`src/rtl/read_intr_scheduler.sv`:
```
// Round-robin read scheduler: grants one data channel at a time, starts the
// interrupt generator, waits for PS read_done (with timeout), then idles for a gap.
module read_intr_scheduler #(
   parameter int unsigned NUM_CH     = 4,
   parameter int unsigned CH_WIDTH   = 2,
   parameter int unsigned TIMEOUT    = 1000,
   parameter int unsigned GAP_CYCLES = 10,
   parameter int unsigned CNT_WIDTH  = 15
) (
   input  logic                clk,
   input  logic                rst_n,
   input  logic                en,
   input  logic [NUM_CH-1:0]   req,
   input  logic                read_done,
   output logic                read_start_intr,
   output logic [CH_WIDTH-1:0] cur_ch,
   output logic                busy,
   output logic [NUM_CH-1:0]   ack,
   output logic                timeout,
   output logic [7:0]          err_cnt
);

   localparam logic [CNT_WIDTH-1:0] TO_LAST  = CNT_WIDTH'(TIMEOUT - 1);
   localparam logic [CNT_WIDTH-1:0] GAP_LAST = CNT_WIDTH'(GAP_CYCLES - 1);
   localparam logic [CH_WIDTH-1:0]  LAST_RST = CH_WIDTH'(NUM_CH - 1);

   typedef enum logic [1:0] {
      ST_IDLE = 2'd0,
      ST_WAIT = 2'd1,
      ST_GAP  = 2'd2
   } state_t;

   state_t               state;
   logic [CNT_WIDTH-1:0] cnt;
   logic [CH_WIDTH-1:0]  last_ch;
   logic                 grant_valid;
   logic [CH_WIDTH-1:0]  grant_ch;

   // Round-robin search starting just after the most recently serviced channel
   always_comb begin
      grant_valid = 1'b0;
      grant_ch    = '0;
      for (int unsigned i = 0; i < NUM_CH; i++) begin
         if (!grant_valid && req[(32'(last_ch) + i + 1) % NUM_CH]) begin
            grant_valid = 1'b1;
            grant_ch    = CH_WIDTH'((32'(last_ch) + i + 1) % NUM_CH);
         end
      end
   end

   // Scheduler FSM; all outputs registered, pulses default low each cycle
   always_ff @(posedge clk or negedge rst_n) begin
      if (!rst_n) begin
         state           <= ST_IDLE;
         cnt             <= '0;
         last_ch         <= LAST_RST;
         read_start_intr <= 1'b0;
         cur_ch          <= '0;
         busy            <= 1'b0;
         ack             <= '0;
         timeout         <= 1'b0;
         err_cnt         <= '0;
      end else begin
         read_start_intr <= 1'b0;
         ack             <= '0;
         timeout         <= 1'b0;
         case (state)
            ST_IDLE: begin
               if (en && grant_valid) begin
                  state           <= ST_WAIT;
                  cur_ch          <= grant_ch;
                  read_start_intr <= 1'b1;
                  busy            <= 1'b1;
                  cnt             <= '0;
               end
            end
            ST_WAIT: begin
               // read_done wins over a coincident timeout expiry
               if (read_done) begin
                  ack     <= NUM_CH'(1) << cur_ch;
                  last_ch <= cur_ch;
                  state   <= ST_GAP;
                  cnt     <= '0;
               end else if (cnt == TO_LAST) begin
                  timeout <= 1'b1;
                  if (err_cnt != 8'hFF) err_cnt <= err_cnt + 8'd1;
                  last_ch <= cur_ch;
                  state   <= ST_GAP;
                  cnt     <= '0;
               end else begin
                  cnt <= cnt + CNT_WIDTH'(1);
               end
            end
            ST_GAP: begin
               if (cnt == GAP_LAST) begin
                  state <= ST_IDLE;
                  busy  <= 1'b0;
                  cnt   <= '0;
               end else begin
                  cnt <= cnt + CNT_WIDTH'(1);
               end
            end
            default: begin
               state  <= ST_IDLE;
               busy   <= 1'b0;
               cnt    <= '0;
               cur_ch <= '0;
            end
         endcase
      end
   end

endmodule

```
`config.mk`:
```
export PLATFORM = sky130hd
export DESIGN_NAME = read_intr_scheduler
export DESIGN_NICKNAME = d
export VERILOG_FILES = /design/src/rtl/read_intr_scheduler.sv
export SDC_FILE = /design/constraint.sdc
export NUM_CORES = 1
export LEC_CHECK = 0
export BUFFER_PORTS_ARGS = -buffer_cell sky130_fd_sc_hd__buf_2
export CAP_MARGIN = 20
export CELL_PAD_IN_SITES_DETAIL_PLACEMENT = 1
export CELL_PAD_IN_SITES_GLOBAL_PLACEMENT = 1
export CORE_ASPECT_RATIO = 1.2
export CORE_MARGIN = 2
export CORE_UTILIZATION = 48
export DETAILED_ROUTE_END_ITERATION = 6
export GPL_TIMING_DRIVEN = 0
export PLACE_DENSITY = 0.93
export SETUP_SLACK_MARGIN = 0.5
export SLEW_MARGIN = 0
export SYNTH_ARGS = -nofsm -noshare
export SYNTH_HDL_FRONTEND = slang
export SYNTH_SLANG_ARGS = --single-unit
```
`constraint.sdc`:
```
create_clock -name clk -period 3.1 [get_ports clk]
set_input_delay 0.155 -clock clk [delete_from_list [all_inputs] [get_ports clk]]
set_output_delay 0.155 -clock clk [all_outputs]
set_load 0.01 [all_outputs]
```
==> results of run 1 <==
==> layer usage <==
metal	part of all wire [%]	track usage [%]
met2	51	40.7
met3	3.7	4.69
met4	2.2	9.88
met5	0	0
met1	43	26.0
==> worst register-to-register path: stages (launching register included) <==
cell and delay (ns):
dfrtp_1 0.42, inv_1 0.07, ha_1 0.13, nor4b_1 0.41
a41oi_1 0.30, a2bb2oi_2 0.36, nor2_1 0.19, a22o_1 0.24
==> sequential cells by signal, summed over array words and instances, names as in the netlist <==
| name | count |
|---|---|
| busy | 1 |
| cnt | 15 |
| last_ch | 2 |
| err_cnt | 8 |
| cur_ch | 2 |
| state | 2 |
| timeout | 1 |
| ack | 4 |
| read_start_intr | 1 |
==> synth_stat cells, types with 2 or more instances <==
cell and count:
nand2_1 20, o311ai_1 5, a21o_1 3, inv_1 10
nor3_1 9, xor2_1 6, o22a_1 2, o31ai_1 3
and3_1 3, a22o_1 6, and4_1 2, buf_2 4
nor2_1 15, nor2b_1 3, o21ai_0 8, mux2_2 3
ha_1 6, nand2b_1 3, o2bb2ai_1 2, a21oi_1 5
nand4_1 5, and2_1 2, o22ai_1 2, nor4b_1 2
dfrtp_1 34, nand3_1 15, dfstp_2 2
==> stage by stage <==
stage / setup WS [ns] / hold slack [ns] / total power, uW
after floorplan: 1.18 / -0.141 / 941
after global routing: 0.738 / 0.175 / 1540
after CTS: 0.922 / 0.150 / 1450
after global placement: 1.02 / 0.291 / 1070
final: 0.863 / 0.155 / 1450
after detailed placement: 0.923 / 0.298 / 1100
==> power groups by stage <==
stage          clock (uW)  combinational, uW  sequential [uW]
2_1_floorplan           0                343              598
3_3_place_gp            0                475              598
3_5_place_dp            0                500              602
4_1_cts               355                505              594
5_1_grt               372                563              605
6_report              348                505              594
==> cell usage in the layout (no fill, tap or decap), types with 6 or more instances in the layout <==
cell	instances
nand2_1	20
a22o_1	6
inv_1	10
nand3_1	15
dfrtp_1	34
xor2_1	6
buf_2	28
clkbuf_8	6
o21ai_0	8
ha_1	6
nor2_1	15
nor3_1	9
==> logic make-up (layout without fill, tap and decap cells) <==
| logic type | count (synthesis) | after routing | synth area share [%] |
|---|---|---|---|
| AO/OA/AOI/OAI | 45 | 45 | 18.5 |
| XOR/XNOR | 7 | 7 | 3.11 |
| adder cells (fa/ha/maj) | 6 | 6 | 3.81 |
| buffers and inverters | 16 | 49 | 3.68 |
| flip-flops | 36 | 36 | 45.9 |
| multiplexers | 4 | 4 | 2.29 |
| AND/OR/NAND/NOR | 86 | 86 | 22.7 |
==> worst max path at each step <==
stage / slack (ns) / from / to
2_1_floorplan: 1.18 / cnt[0] / cnt[7]
3_3_place_gp: 1.02 / cnt[0] / cnt[6]
3_5_place_dp: 0.92 / cnt[1] / cnt[5]
4_1_cts: 0.92 / cnt[1] / cnt[5]
5_1_grt: 0.74 / state[1] / cnt[14]
6_report: 0.86 / cnt[1] / cnt[5]
==> timing repair <==
action,CTS,global route
hold buffers,1,0
setup buffers,0,0
endpoints found under the hold margin,34,0
==> cell type report <==
cell class,instances,area (um2)
timing repair buffer,25,130
multi-input combinational,148,993
clock buffer,6,82.6
fill,480,1680
inverter,10,37.5
buffer,6,35.0
clock inverter,2,10.0
tap,54,67.6
sequential,36,903
==> impl_metrics.toml, run 1 <==
[timing]
hold_violations = 0
rsz0062_at_grt = "no"
fin_setup_tns_ns = 0
relSlewSlack_pct = 45.8
min_period_ns = 2.24
setup-violations-final = 0
slew_violations = 0
min_period_over_period_pct = 72.2
tightest_slew_ns = 0.813
skew_ns = 0.00247
fmaxAchievable_ghz = 0.447

[place]
io_buffer_count = 24
dpl_cell_area_um2 = 2160
dp.cells = 278
detailed_place_hpwl_um = 3380
gp_congestion = 0.791

[cts]
clk_latency_ns = 0.29
clk_pin_slew_ns = 0.07
htreeDepth = 2
cts_tree = "built"
cts-root-buf = "clkbuf_8"
cts_buffer_depth = 2
numCtsBuffers = 5
clock-sinks = 36
post_cts_resized = 0

[floorplanning]
core_area_um2 = 3940
fp-row-count = 25
die_w_um = 62.5
num_io_pins = 25
fp.dieArea_um2 = 4630
dieHeight_um = 74.2
start_util_pct = 50.0

[critical_path]
worstPathCellList = "inv_1 > ha_1 > nor4b_1 > a41oi_1 > a2bb2oi_2 > nor2_1 > a22o_1"
cp.required_ns = 3.28
reg2reg_setup_slack_ns = 0.86
cp_num_buf_inv = 1
critical-path-top-delay-family = "compound AO/OA/AOI/OAI gates"
cp-start-kind = "flip-flop"
cp_slowest_cell = "dfrtp_1"
worst-path-max-fanout = 6
crit_cells = 7
r2r-end = "cnt[5]"
reg2reg_depth = 7
crit_type = "flip-flop to flip-flop"
r2r-start = "cnt[1]"
crit_path_end_kind = "flip-flop"
arrival_ns = 2.42
cp_slowest_stage_delay_ns = 0.42

[detailed_routing]
wl_um = 4790
dr.pass1.iters = 4
wl_per_cell_um = 16.7
drt_iter0_markers = 84
vias_per_cell = 5.85
vias = 1678
ant_nets = 0
route.detailed.drc = 0

[synth]
synthesis.area_um2 = 1970
synth_area_per_cell_um2 = 9.85
ys_async_sr_fraction_pct = 100
synthTopCellsByArea = "dfrtp_1, ha_1, nand2_1, nand3_1, nor2_1"
yosysTopAreaCell = "dfrtp_1"
ys_seq_area_share_pct = 45.9
ys_types = 47
yosysWarnings = 0
ys_seq_elements = 36
yosys.area.top_type_share_pct = 43.2
synth_nets = 214
synth_edf_count = 0
syn_inst = 200
ys.flop_type = "dfrtp_1"

[global_routing]
overflow = 0
grt_max_degree = 37
grt_pass1_vias = 1640
grt_pass1_wl_um = 7960
grt_usage_pct = 22.4
antenna_found_initial = 0

[power]
power_leakage_uw = 0.00109
p_seq_share_pct = 41.0
p_int_uw = 907
combPwrFrac_pct = 34.9
p_sw_uw = 540
clkPwrFrac_pct = 24.1
pwr_density_cell_nw_per_um2 = 640
peakVddDrop_mv = 0.287
switching_share_pct = 37.3

[cells_and_area]
fin_cells = 287
area_delta_synth_final_pct = 14.7
final_core_util_pct = 57.3
final_area_um2 = 2260
drive_above_1_share_pct = 20.6
antenna_cells = 0
fin_nets = 246

[hold_path]
hold_path_class = "input pin to flip-flop"
holdPathEnd = "ack[1]"
min_path_cells = 3
min_from = "read_done"

[status]
status = "complete, no violations"

[job]
drv_cap = 0
Note: power is estimated with default switching activity, not from simulation.
==> run 2, diff against run 1 <==
--- a/config.mk
+++ b/config.mk
@@ -11,10 +11,10 @@
 export CELL_PAD_IN_SITES_GLOBAL_PLACEMENT = 1
 export CORE_ASPECT_RATIO = 1.2
 export CORE_MARGIN = 2
-export CORE_UTILIZATION = 48
+export CORE_UTILIZATION = 40
 export DETAILED_ROUTE_END_ITERATION = 6
 export GPL_TIMING_DRIVEN = 0
-export PLACE_DENSITY = 0.93
+export PLACE_DENSITY = 0.84
 export SETUP_SLACK_MARGIN = 0.5
 export SLEW_MARGIN = 0
 export SYNTH_ARGS = -nofsm -noshare
==> constraint.sdc (replaced) <==
create_clock -name clk -period 1.9 [get_ports clk]
set_input_delay 0.095 -clock clk [delete_from_list [all_inputs] [get_ports clk]]
set_output_delay 0.095 -clock clk [all_outputs]
set_load 0.01 [all_outputs]
==> impl_metrics.toml, run 2 (same netlist as run 1, synthesis figures left out) <==
[floorplanning]
dieHeight_um = 80.9
num_io_pins = 25
fp-row-count = 27
start_util_pct = 42.2
core_area_um2 = 4660
die_w_um = 68.1
fp.dieArea_um2 = 5500

[power]
p_seq_share_pct = 33.1
p_sw_uw = 1130
switching_share_pct = 38.4
p_int_uw = 1810
combPwrFrac_pct = 47.0
peakVddDrop_mv = 0.473
power_leakage_uw = 0.00132
pwr_density_cell_nw_per_um2 = 1050
power_uw = 2950
clkPwrFrac_pct = 19.9

[cells_and_area]
multi_input_area_um2 = 1340
final_core_util_pct = 60.2
top_regs = "cnt (15), err_cnt (8), ack (4)"
final_area_um2 = 2810
fin_nets = 265
layout_commonest_cell = "dfrtp_1"
area_delta_synth_final_pct = 42.5
top_register = "cnt"
largest_reg_flops = 15
register_area_um2 = 907
antenna_cells = 0
num-fill-cells = 503
fin_cells = 309
layout_common_cells = "dfrtp_1, buf_2, nand2_1, nand3_1, buf_4"
drive_above_1_share_pct = 44.2

[cts]
clk_pin_slew_ns = 0.07
clk_latency_ns = 0.29
cts_buffer_depth = 2
cts_tree = "built"
cts-root-buf = "clkbuf_8"
clock-sinks = 36
htreeDepth = 2
numCtsBuffers = 5

[critical_path]
reg2reg_setup_slack_ns = -0.14
worst-path-max-fanout = 6
cp.required_ns = 2.08
r2r-start = "cnt[13]"
reg2reg_depth = 6
crit_type = "flip-flop to flip-flop"
arrival_ns = 2.22
crit_path_end_kind = "flip-flop"
r2r-end = "cnt[10]"
cp-start-kind = "flip-flop"

[global_routing]
grt_max_degree = 37
grt_pass1_wl_um = 9670
overflow = 0
grt_usage_pct = 23.9
grt_pass1_vias = 1871
antenna_found_initial = 0

[timing]
relSlewSlack_pct = 44.5
rsz0062_at_grt = "yes"
setup-violations-final = 25
slew_violations = 0
skew_ns = 0.00550
min_period_ns = 2.04
setup_ws_ns = -0.143
min_period_over_period_pct = 108
tightest_slew_ns = 0.832
hold_violations = 0
fmaxAchievable_ghz = 0.490

[detailed_routing]
vias_per_cell = 5.95
wl_um = 6450
vias = 1839
ant_nets = 0
wl_per_cell_um = 20.9
drt_iter0_markers = 111
dr.pass1.iters = 4
route.detailed.drc = 0

[place]
place_ws_ns = -0.129
gp_congestion = 0.754
io_buffer_count = 24
dpl_cell_area_um2 = 2240
detailed_place_hpwl_um = 3350
dp.cells = 282

[hold_path]
min_from = "read_done"
min_path_cells = 3
hold_path_class = "input pin to flip-flop"
holdPathEnd = "ack[0]"

[job]
drv_cap = 0

[status]
violations = "negative setup slack"
status = "finished with violations"
## run 2: power groups by stage
| stage | registers, uW | clock network, uW | logic (uW) |
|---|---|---|---|
| 5_1_grt | 993 | 636 | 1480 |
| 3_5_place_dp | 987 | 0 | 849 |
| 3_3_place_gp | 979 | 0 | 824 |
| 6_report | 976 | 586 | 1380 |
| 4_1_cts | 968 | 602 | 1180 |
| 2_1_floorplan | 976 | 0 | 602 |
## run 2: area by class of cell
class	instances	share of cell area, %
Clock buffer	7	3.43
Sequential cell	36	32.3
Multi-Input combinational cell	148	47.8
Inverter	10	1.34
Timing Repair Buffer	44	10.8
Buffer	6	1.69
Tap cell	58	2.59
## run 2: timing repair
action,in CTS,in global routing
gates resized for setup,40,24
endpoints found under the hold margin,34,0
hold buffers,1,0
endpoints found under the setup margin,31,31
buffers inserted,12,6
pin swaps,17,9
cloned,1,0
## run 2: metal layers
| metal | routed length, um | track usage, % |
|---|---|---|
| met1 | 2570 | 29.3 |
| met2 | 3360 | 41.9 |
| met3 | 223 | 3.46 |
| met4 | 292 | 8.60 |
| met5 | 0 | 0 |
## run 2: worst max path at each step
| stage | depth (start not counted) | slack [ns] | startpoint | endpoint |
|---|---|---|---|---|
| floorplan | 7 | 0.10 | cnt[0] | cnt[7] |
| global placement | 7 | -0.11 | cnt[0] | cnt[5] |
| detailed placement | 7 | -0.13 | cnt[0] | cnt[4] |
| CTS | 7 | -0.03 | cnt[0] | cnt[7] |
| global route | 7 | -0.17 | cnt[13] | err_cnt[7] |
| finish | 6 | -0.14 | cnt[13] | cnt[10] |
## run 2: stage by stage
stage | setup TNS [ns] | hold slack, ns
floorplan | 0 | -0.201
global placement | -0.675 | 0.235
detailed placement | -1.19 | 0.236
CTS | -0.0580 | 0.112
global route | -2.95 | 0.135
finish | -1.81 | 0.131
## run 2: worst max-delay path, stage by stage, from the launching register on
cell,delay [ns]
dfrtp_2,0.45
nor4_4,0.42
and4_1,0.31
buf_6,0.16
a2bb2oi_4,0.23
o21ai_1,0.12
a22o_1,0.25
